===== src/rtl/bit_serial_alu_pkg.sv =====
// Shared types and op-code constants for the bit-serial ALU.
package bit_serial_alu_pkg;

   typedef enum logic [1:0] {
      IDLE = 2'b00,
      RUN  = 2'b01,
      DONE = 2'b10
   } state_e;

   localparam logic [1:0] OP_NOR = 2'b00;
   localparam logic [1:0] OP_XOR = 2'b01;
   localparam logic [1:0] OP_ADD = 2'b10;
   localparam logic [1:0] OP_SUB = 2'b11;

   // ADD and SUB share op[1]; only those produce a meaningful carry.
   function automatic logic is_arith(input logic [1:0] op);
      return op[1];
   endfunction

endpackage


===== src/rtl/bit_serial_alu_alu1bit.sv =====
// Combinational one-bit datapath slice: NOR, XOR, full-add, full-subtract.
module alu1bit
   import bit_serial_alu_pkg::*;
(
   input  logic       i_a,
   input  logic       i_b,
   input  logic       i_cin,
   input  logic [1:0] i_op,
   output logic       o_s,
   output logic       o_cout
);

   logic w_b;

   always_comb begin
      // SUB is a + ~b + 1; the +1 comes from the seeded carry register.
      w_b    = (i_op == OP_SUB) ? ~i_b : i_b;
      o_s    = 1'b0;
      o_cout = 1'b0;
      unique case (i_op)
         OP_NOR: o_s = ~(i_a | i_b);
         OP_XOR: o_s = i_a ^ i_b;
         OP_ADD, OP_SUB: begin
            o_s    = i_a ^ w_b ^ i_cin;
            o_cout = (i_a & w_b) | (i_cin & (i_a ^ w_b));
         end
         default: o_s = 1'b0;
      endcase
   end

endmodule


===== src/rtl/bit_serial_alu.sv =====
// Bit-serial ALU, LSB first, one bit per cycle. Define BIT_SERIAL_ALU_OVF_EN to add the
// signed-overflow output ovf.
module bit_serial_alu
   import bit_serial_alu_pkg::*;
#(
   parameter int unsigned N = 8
) (
   input  logic         clk,
   input  logic         rst_n,
   input  logic         start,
   input  logic [1:0]   op_in,
   input  logic [N-1:0] a_in,
   input  logic [N-1:0] b_in,
   output logic         busy,
   output logic         done,
   output logic [N-1:0] result,
   output logic         carry_out
`ifdef BIT_SERIAL_ALU_OVF_EN
   ,output logic        ovf
`endif
);

   localparam int unsigned CW = $clog2(N);
   localparam logic [CW-1:0] CNT_LAST = CW'(N - 1);

   state_e        r_state;
   logic [N-1:0]  r_a;
   logic [N-1:0]  r_b;
   logic [1:0]    r_op;
   logic          r_carry;
   logic [CW-1:0] r_cnt;
   logic [N-1:0]  r_result;
   logic          r_cout;
   logic          r_busy;
   logic          r_done;
   logic          r_ovf;

   logic w_s;
   logic w_cout;

   alu1bit u_alu1bit (
      .i_a    (r_a[0]),
      .i_b    (r_b[0]),
      .i_cin  (r_carry),
      .i_op   (r_op),
      .o_s    (w_s),
      .o_cout (w_cout)
   );

   always_ff @(posedge clk or negedge rst_n) begin
      if (!rst_n) begin
         r_state  <= IDLE;
         r_a      <= '0;
         r_b      <= '0;
         r_op     <= OP_NOR;
         r_carry  <= 1'b0;
         r_cnt    <= '0;
         r_result <= '0;
         r_cout   <= 1'b0;
         r_busy   <= 1'b0;
         r_done   <= 1'b0;
         r_ovf    <= 1'b0;
      end else begin
         case (r_state)
            IDLE: begin
               r_done <= 1'b0;
               if (start) begin
                  r_a      <= a_in;
                  r_b      <= b_in;
                  r_op     <= op_in;
                  r_carry  <= (op_in == OP_SUB);
                  r_cnt    <= '0;
                  r_result <= '0;
                  r_cout   <= 1'b0;
                  r_ovf    <= 1'b0;
                  r_busy   <= 1'b1;
                  r_state  <= RUN;
               end
            end
            RUN: begin
               r_a      <= r_a >> 1;
               r_b      <= r_b >> 1;
               r_result <= {w_s, r_result[N-1:1]};
               r_carry  <= w_cout;
               if (r_cnt == CNT_LAST) begin
                  // r_carry here is the carry into the MSB.
                  r_cout  <= is_arith(r_op) & w_cout;
                  r_ovf   <= is_arith(r_op) & (r_carry ^ w_cout);
                  r_busy  <= 1'b0;
                  r_done  <= 1'b1;
                  r_state <= DONE;
               end else begin
                  r_cnt <= r_cnt + CW'(1);
               end
            end
            DONE: begin
               r_done  <= 1'b0;
               r_state <= IDLE;
            end
            default: r_state <= IDLE;
         endcase
      end
   end

   assign busy      = r_busy;
   assign done      = r_done;
   assign result    = r_result;
   assign carry_out = r_cout;
`ifdef BIT_SERIAL_ALU_OVF_EN
   assign ovf       = r_ovf;
`else
   logic w_unused_ovf;
   assign w_unused_ovf = r_ovf;
`endif

endmodule


===== config.mk =====
export PLATFORM = sky130hd
export DESIGN_NAME = bit_serial_alu
export DESIGN_NICKNAME = d
export VERILOG_FILES = /design/src/rtl/bit_serial_alu_pkg.sv /design/src/rtl/bit_serial_alu_alu1bit.sv /design/src/rtl/bit_serial_alu.sv
export SDC_FILE = /design/constraint.sdc
export NUM_CORES = 1
export LEC_CHECK = 0
export CAP_MARGIN = 0
export CORE_AREA = 5 5 67 69
export DETAILED_ROUTE_END_ITERATION = 8
export DIE_AREA = 0 0 72 74
export PLACE_DENSITY = 0.72
export SLEW_MARGIN = 20
export SYNTH_ARGS = -nofsm -noshare
export SYNTH_HDL_FRONTEND = slang
export SYNTH_HIERARCHICAL = 1
export SYNTH_SLANG_ARGS = --single-unit

===== constraint.sdc =====
create_clock -name clk -period 1.5 [get_ports clk]
set_input_delay 0.3 -clock clk [delete_from_list [all_inputs] [get_ports clk]]
set_output_delay 0.3 -clock clk [all_outputs]
set_load 0.02 [all_outputs]

======== Word level (Yosys, flattened, before mapping) ========
Cells that the tools add are included.
W data, S select, Z words.
operators by class
  add/sub/neg operators ................... 1
  equality and inequality tests ........... 10
  mux-type cells .......................... 25
  bitwise logic cells ..................... 10
  reductions and logical operators ........ 12
operators with widths
  operator               number
  $pmux W8 S2            3
  $mux W8                3
  $eq A2 B2 Y1 const B   4
  $mux W1                8
  $pmux W1 S2            4
  $reduce_and A2 Y1      4
  $mux W3                2
  $ne A2 B2 Y1 const B   3
  $pmux W3 S2            1
  $reduce_and A3 Y1      2
  $eq A2 B1 Y1 const B   2
  $logic_not A2 Y1       2
  $mux W2                2
  $pmux W2 S2            1
  $reduce_bool A2 Y1     2
  $reduce_or A2 Y1       2
  $add A3 B1 Y3 const B  1
  $and A1 B1 Y1          3
  $eq A3 B3 Y1 const B   1
  $pmux W1 S3            1
  $xor A1 B1 Y1          3
  $not A1 Y1             2
  $or A1 B1 Y1           2
word-level totals
  bits in registers ....................... 35
  bits of input ports ..................... 21
  output and inout port bits .............. 11
  logic and storage cells ................. 68

======== Depth between registers and ports, before layout ========
Gate-level depths: netlist of run 1.
  depth after elaboration ................. 9
  depth in mapped cells ................... 7
  depth with buffers taken out ............ 7

======== Hierarchy ========
Netlist of run 1, hierarchy kept.
by module, submodules not included
  module          times used  cells an instance  area an instance (um^2)
  bit_serial_alu  1           136                1589.0
  alu1bit         1           10                 82.6

======== Least setup slack after synthesis of run 1 ========
No wires, ideal clock.
  path kind ............................... reg-to-reg
  from .................................... register r_cnt[0]
  to ...................................... register r_cnt[0]
  library setup time ...................... 0.125 ns
  arrival ................................. 1.446 ns
  setup slack ............................. -0.071 ns
  stages on the path, launching flop included .. 6
  period minus slack after synthesis ...... 1.571 ns
  path through ............................ dfrtp_1 -> ha_1 -> ha_1 -> nand2b_1 -> a21oi_4 -> mux2_2
on the way
  longest elaborated chain between the ends .. 3
  elaborated cells on any way between the ends .. 6
RTL lines
  what                                              line                                        RTL
  start: declaration                                bit_serial_alu.sv:31                        logic [CW-1:0] r_cnt;
  start signal: assignment                          bit_serial_alu.sv:93                        r_cnt <= r_cnt + CW'(1);
  $add A3 B1 Y3 or $eq A3 B3 Y1 (tied branches)     bit_serial_alu.sv:93, bit_serial_alu.sv:85
  $mux W3 or $ne A2 B2 Y1 (tied branches)           n/a
  $pmux W3 S2 or $reduce_and A3 Y1 (tied branches)  n/a
Several ways; a longest one is shown, not always the timed one. The select of a mux whose other input is x is not followed.
A chain may end at the register's enable or synchronous reset.

======== Worst setup path in the final report of run 1 ========
  from .................................... register r_op[0]
  to ...................................... register r_result[7] (netlist: result[7])
on the way
  longest elaborated chain between the ends .. 6
  elaborated cells on any way between the ends .. 10
RTL lines
  what                        line                                                        RTL
  start: declaration          bit_serial_alu.sv:29                                        logic [1:0] r_op;
  start signal: assignment    bit_serial_alu.sv:70                                        r_op <= op_in;
  $eq A2 B2 Y1                bit_serial_alu_alu1bit.sv:17, bit_serial_alu_alu1bit.sv:20
  $mux W1                     bit_serial_alu_alu1bit.sv:17                                w_b = (i_op == OP_SUB) ? ~i_b : i_b;
  $xor A1 B1 Y1 (2 in a row)  bit_serial_alu_alu1bit.sv:24                                o_s = i_a ^ w_b ^ i_cin;
  $pmux W1 S3 *               bit_serial_alu_alu1bit.sv:20                                unique case (i_op)
  named net w_s               bit_serial_alu.sv:38                                        logic w_s;
  $pmux W8 S2 *               bit_serial_alu.sv:64                                        case (r_state)
  end signal: assignment      bit_serial_alu.sv:83                                        r_result <= {w_s, r_result[N-1:1]};
  end: declaration            bit_serial_alu.sv:32                                        logic [N-1:0] r_result;
The timed path passes the listed nets; every way through them passes the cells marked *.

==> impl_metrics.env, run 1 <==
export IMPL_drt_pass1_iter_count=4
export IMPL_r2r_start="r_op[0]"
export IMPL_synth_seq_cells=35
export IMPL_clock_fmax_ghz=0.658
export IMPL_r2r_end="result[7]"
export IMPL_fin_setup_tns_ns=-0.0187
export IMPL_core_area_mm2=0.00386
export IMPL_syn_nets=172
export IMPL_rsz0062_at_grt="true"
export IMPL_seq_area_frac_synth_pct=52.4
export IMPL_finalSetupViolations=1
export IMPL_startpoint="r_op[0]"
export IMPL_initial_core_util_pct=43.3
export IMPL_rows=23
export IMPL_clkPwrFrac_pct=16.0
export IMPL_grt_total_usage_pct=15.5
export IMPL_slew_headroom_pct=72.8
export IMPL_io_pin_count=32
export IMPL_cp_arrival_ns=1.69
export IMPL_drc=0
export IMPL_pwr_density_cell_mw_per_mm2=1800
export IMPL_synthCells=146
export IMPL_power_internal_mw=2.54
export IMPL_crit_end="result[7]"
export IMPL_crit_path_cell_trace="nand2_1 > xnor2_1 > fa_2 > mux2i_1 > a22o_1"
export IMPL_antenna_found_initial=0
export IMPL_finalCritPeriodShare_pct=101
export IMPL_avgRoutedWirePerCell_um=15.8
export IMPL_crit_slowest_cell="fa_2"
export IMPL_ir_worst_vdd_mv=0.835
export IMPL_period_needed_ns=1.52
export IMPL_clock_latency_ns=0.29
export IMPL_crit_type="flop to flop"
export IMPL_drive_above_1_share_pct=19.6
export IMPL_maxCapViolCount=0
export IMPL_path_max_fanout=2
export IMPL_dr_total_vias=1372
export IMPL_cp_start_kind="flop"
export IMPL_synth_warnings=6
export IMPL_hold_viol_final=0
export IMPL_nNetsFinal=219
export IMPL_n_antenna_cell=0
export IMPL_outcome="finished, violations left"
export IMPL_dpl_cell_count=232
export IMPL_required_ns=1.67
export IMPL_power_frac_comb_pct=44.2
export IMPL_die_width_um=72
export IMPL_power_total_mw=4.03
export IMPL_area_delta_synth_final_pct=33.7
export IMPL_seqPwrFrac_pct=39.8
export IMPL_most_common_layout_cells="dfrtp_1 (35), a22oi_1 (31), clkdlybuf4s50_1 (20)"
export IMPL_dpl_hpwl_um=2700
export IMPL_portBuffers=31
export IMPL_cts_sinks=35
export IMPL_p_leak_nw=1.02
export IMPL_ctsHoldBuffers=0
export IMPL_syn_area_mm2=0.00167
export IMPL_clockBufferDepth=2
export IMPL_grt_pass1_vias=1420
export IMPL_slew_viol_final=0
export IMPL_die_h_um=74
export IMPL_tightest_slew_ns=0.407
export IMPL_fin_cells=244
export IMPL_gp_congestion=0.770
export IMPL_mostFrequentLayoutCell="dfrtp_1"
export IMPL_switching_share_pct=37.0
export IMPL_grt_max_degree=36
export IMPL_ctsRootBufferMaster="clkbuf_8"
export IMPL_drt_iter0_markers=86
export IMPL_synth_distinct_cells=27
export IMPL_cts_tree="yes"
export IMPL_hold_slack_ns=0.384
export IMPL_skew_ns=0.00590
export IMPL_ant_nets=0
export IMPL_fill_cells=337
export IMPL_violations="negative setup slack"
export IMPL_max_stage_delay_ns=0.53
export IMPL_grt_first_pass_wirelength_um=6400
export IMPL_r2r_slack_ns=-0.02
export IMPL_synth_avg_cell_area_um2=11.4
export IMPL_cts_buffers=5
export IMPL_p_switching_mw=1.49
export IMPL_rr_worst_depth=5
export IMPL_grt_overflow=0
export IMPL_avgViaCountPerCell=5.62
export IMPL_hold_path_class="primary input to async pin"
export IMPL_worst_slack_ns=-0.0187
export IMPL_drt_total_wl_um=3860
export IMPL_die_area_mm2=0.00533
export IMPL_htree_levels=2
export IMPL_clk_pin_slew_ns=0.07
export IMPL_endpoint_kind="flop"
==> area by class of cell <==
cell class              count  area, um^2  area share, %
flip-flops and latches     35         876           39.2
inverters                   7        26.3           1.18
clock inverters             1        5.00          0.224
clock buffers               7        76.3           3.42
well taps                  50        62.6           2.80
repair buffers             50         455           20.4
multi-input cells          94         733           32.8
==> state kept, by name, summed over array words and instances, names as in the netlist <==
register,count
r_carry,1
r_cnt,3
r_b,8
r_a,8
carry_out,1
r_state,2
done,1
busy,1
r_op,2
result,8
==> logic make-up after synthesis <==
| group | count (synthesis) | synth area share, % |
|---|---|---|
| buffers and inverters | 17 | 5.99 |
| AOI/OAI and AO/OA | 63 | 27.0 |
| xor gates and xnor gates | 1 | 0.524 |
| DFF | 35 | 52.4 |
| adders and majority gates | 5 | 4.19 |
| muxes | 7 | 4.42 |
| and+or+nand+nor | 18 | 5.46 |
==> metrics by stage <==
step                      area [um^2]  util (%)  worst slack [ns]
after CTS                        2200      57.1           -0.0121
after floorplan                  1690         -            0.0200
after global placement           2110      54.8           -0.0978
after global routing             2230      57.9           -0.0432
after detailed placement         2110      54.8            -0.147
final                            2230      57.9           -0.0187
==> worst min-delay path by stage <==
stage | end | slack, ns | cells after the start | start
after floorplan | busy | 0.004 | 0 | rst_n
after global placement | done | 0.48 | 1 | done
after detailed placement | done | 0.49 | 1 | done
after CTS | r_cnt[0] | 0.39 | 2 | rst_n
after global routing | r_b[3] | 0.41 | 2 | rst_n
final | result[2] | 0.38 | 2 | rst_n
==> metal layers <==
layer  up-vias  GRT usage (%)  share of wire (%)
li1        637              -                  -
met1       687           17.8                 41
met2        44           26.7                 52
met3         4           5.00                6.2
met4         0           6.47                1.0
met5         -              0                  0
==> power by group through the flow <==
stage                     Sequential, mW  Combinational (mW)  Clock [mW]
after floorplan                     1.71                1.01           0
after global placement              1.59                1.66           0
after detailed placement            1.61                1.76           0
after CTS                           1.59                1.74       0.661
after global routing                1.64                1.95       0.707
final                               1.60                1.78       0.645
==> repair_timing <==
action                                  4_1_cts  5_1_grt
gates resized for setup                      11        6
buffers inserted                              3        1
pin swaps                                     0        2
endpoints found under the setup margin       14       12
==> cells in the mapped netlist (all sizes together) <==
| cell | number | share of area, % |
|---|---|---|
| o21bai | 1 | 0.67 |
| a32oi | 1 | 0.52 |
| xnor2 | 1 | 0.52 |
| and2 | 1 | 0.37 |
| a22oi | 31 | 14 |
| a22o | 9 | 4.7 |
| clkbuf | 2 | 0.45 |
| buf | 8 | 4.0 |
| dfrtp | 35 | 52 |
| o21a | 1 | 0.45 |
| ha | 4 | 3.0 |
| mux2 | 3 | 2.0 |
| a21oi | 1 | 0.97 |
| nand2 | 7 | 1.6 |
| nand2b | 3 | 1.1 |
| nor2b | 5 | 1.9 |
| inv | 7 | 1.6 |
| nor3 | 1 | 0.30 |
| o22ai | 1 | 0.37 |
| fa | 1 | 1.2 |
| mux2i | 4 | 2.4 |
| nor2 | 1 | 0.22 |
| o21ai | 18 | 5.4 |
==> critical path: cells and delay by family, from the launching register on <==
family	cells	cell delay, ns
adders and majority gates	1	0.53
DFF	1	0.37
AOI/OAI and AO/OA	1	0.21
xor gates and xnor gates	1	0.15
and+or+nand+nor	1	0.08
muxes	1	0.07
(Power assumes the default switching activity.)
==> run 2, diff against run 1 <==
--- a/config.mk
+++ b/config.mk
@@ -5,10 +5,11 @@
 export SDC_FILE = /design/constraint.sdc
 export NUM_CORES = 1
 export LEC_CHECK = 0
-export CAP_MARGIN = 0
+export CAP_MARGIN = 5
 export CORE_AREA = 5 5 67 69
 export DETAILED_ROUTE_END_ITERATION = 8
 export DIE_AREA = 0 0 72 74
+export GPL_ROUTABILITY_DRIVEN = 0
 export PLACE_DENSITY = 0.72
 export SLEW_MARGIN = 20
 export SYNTH_ARGS = -nofsm -noshare
==> results of run 2 <==
Same layout as run 1: the final DEF is identical, and so are final timing and power.
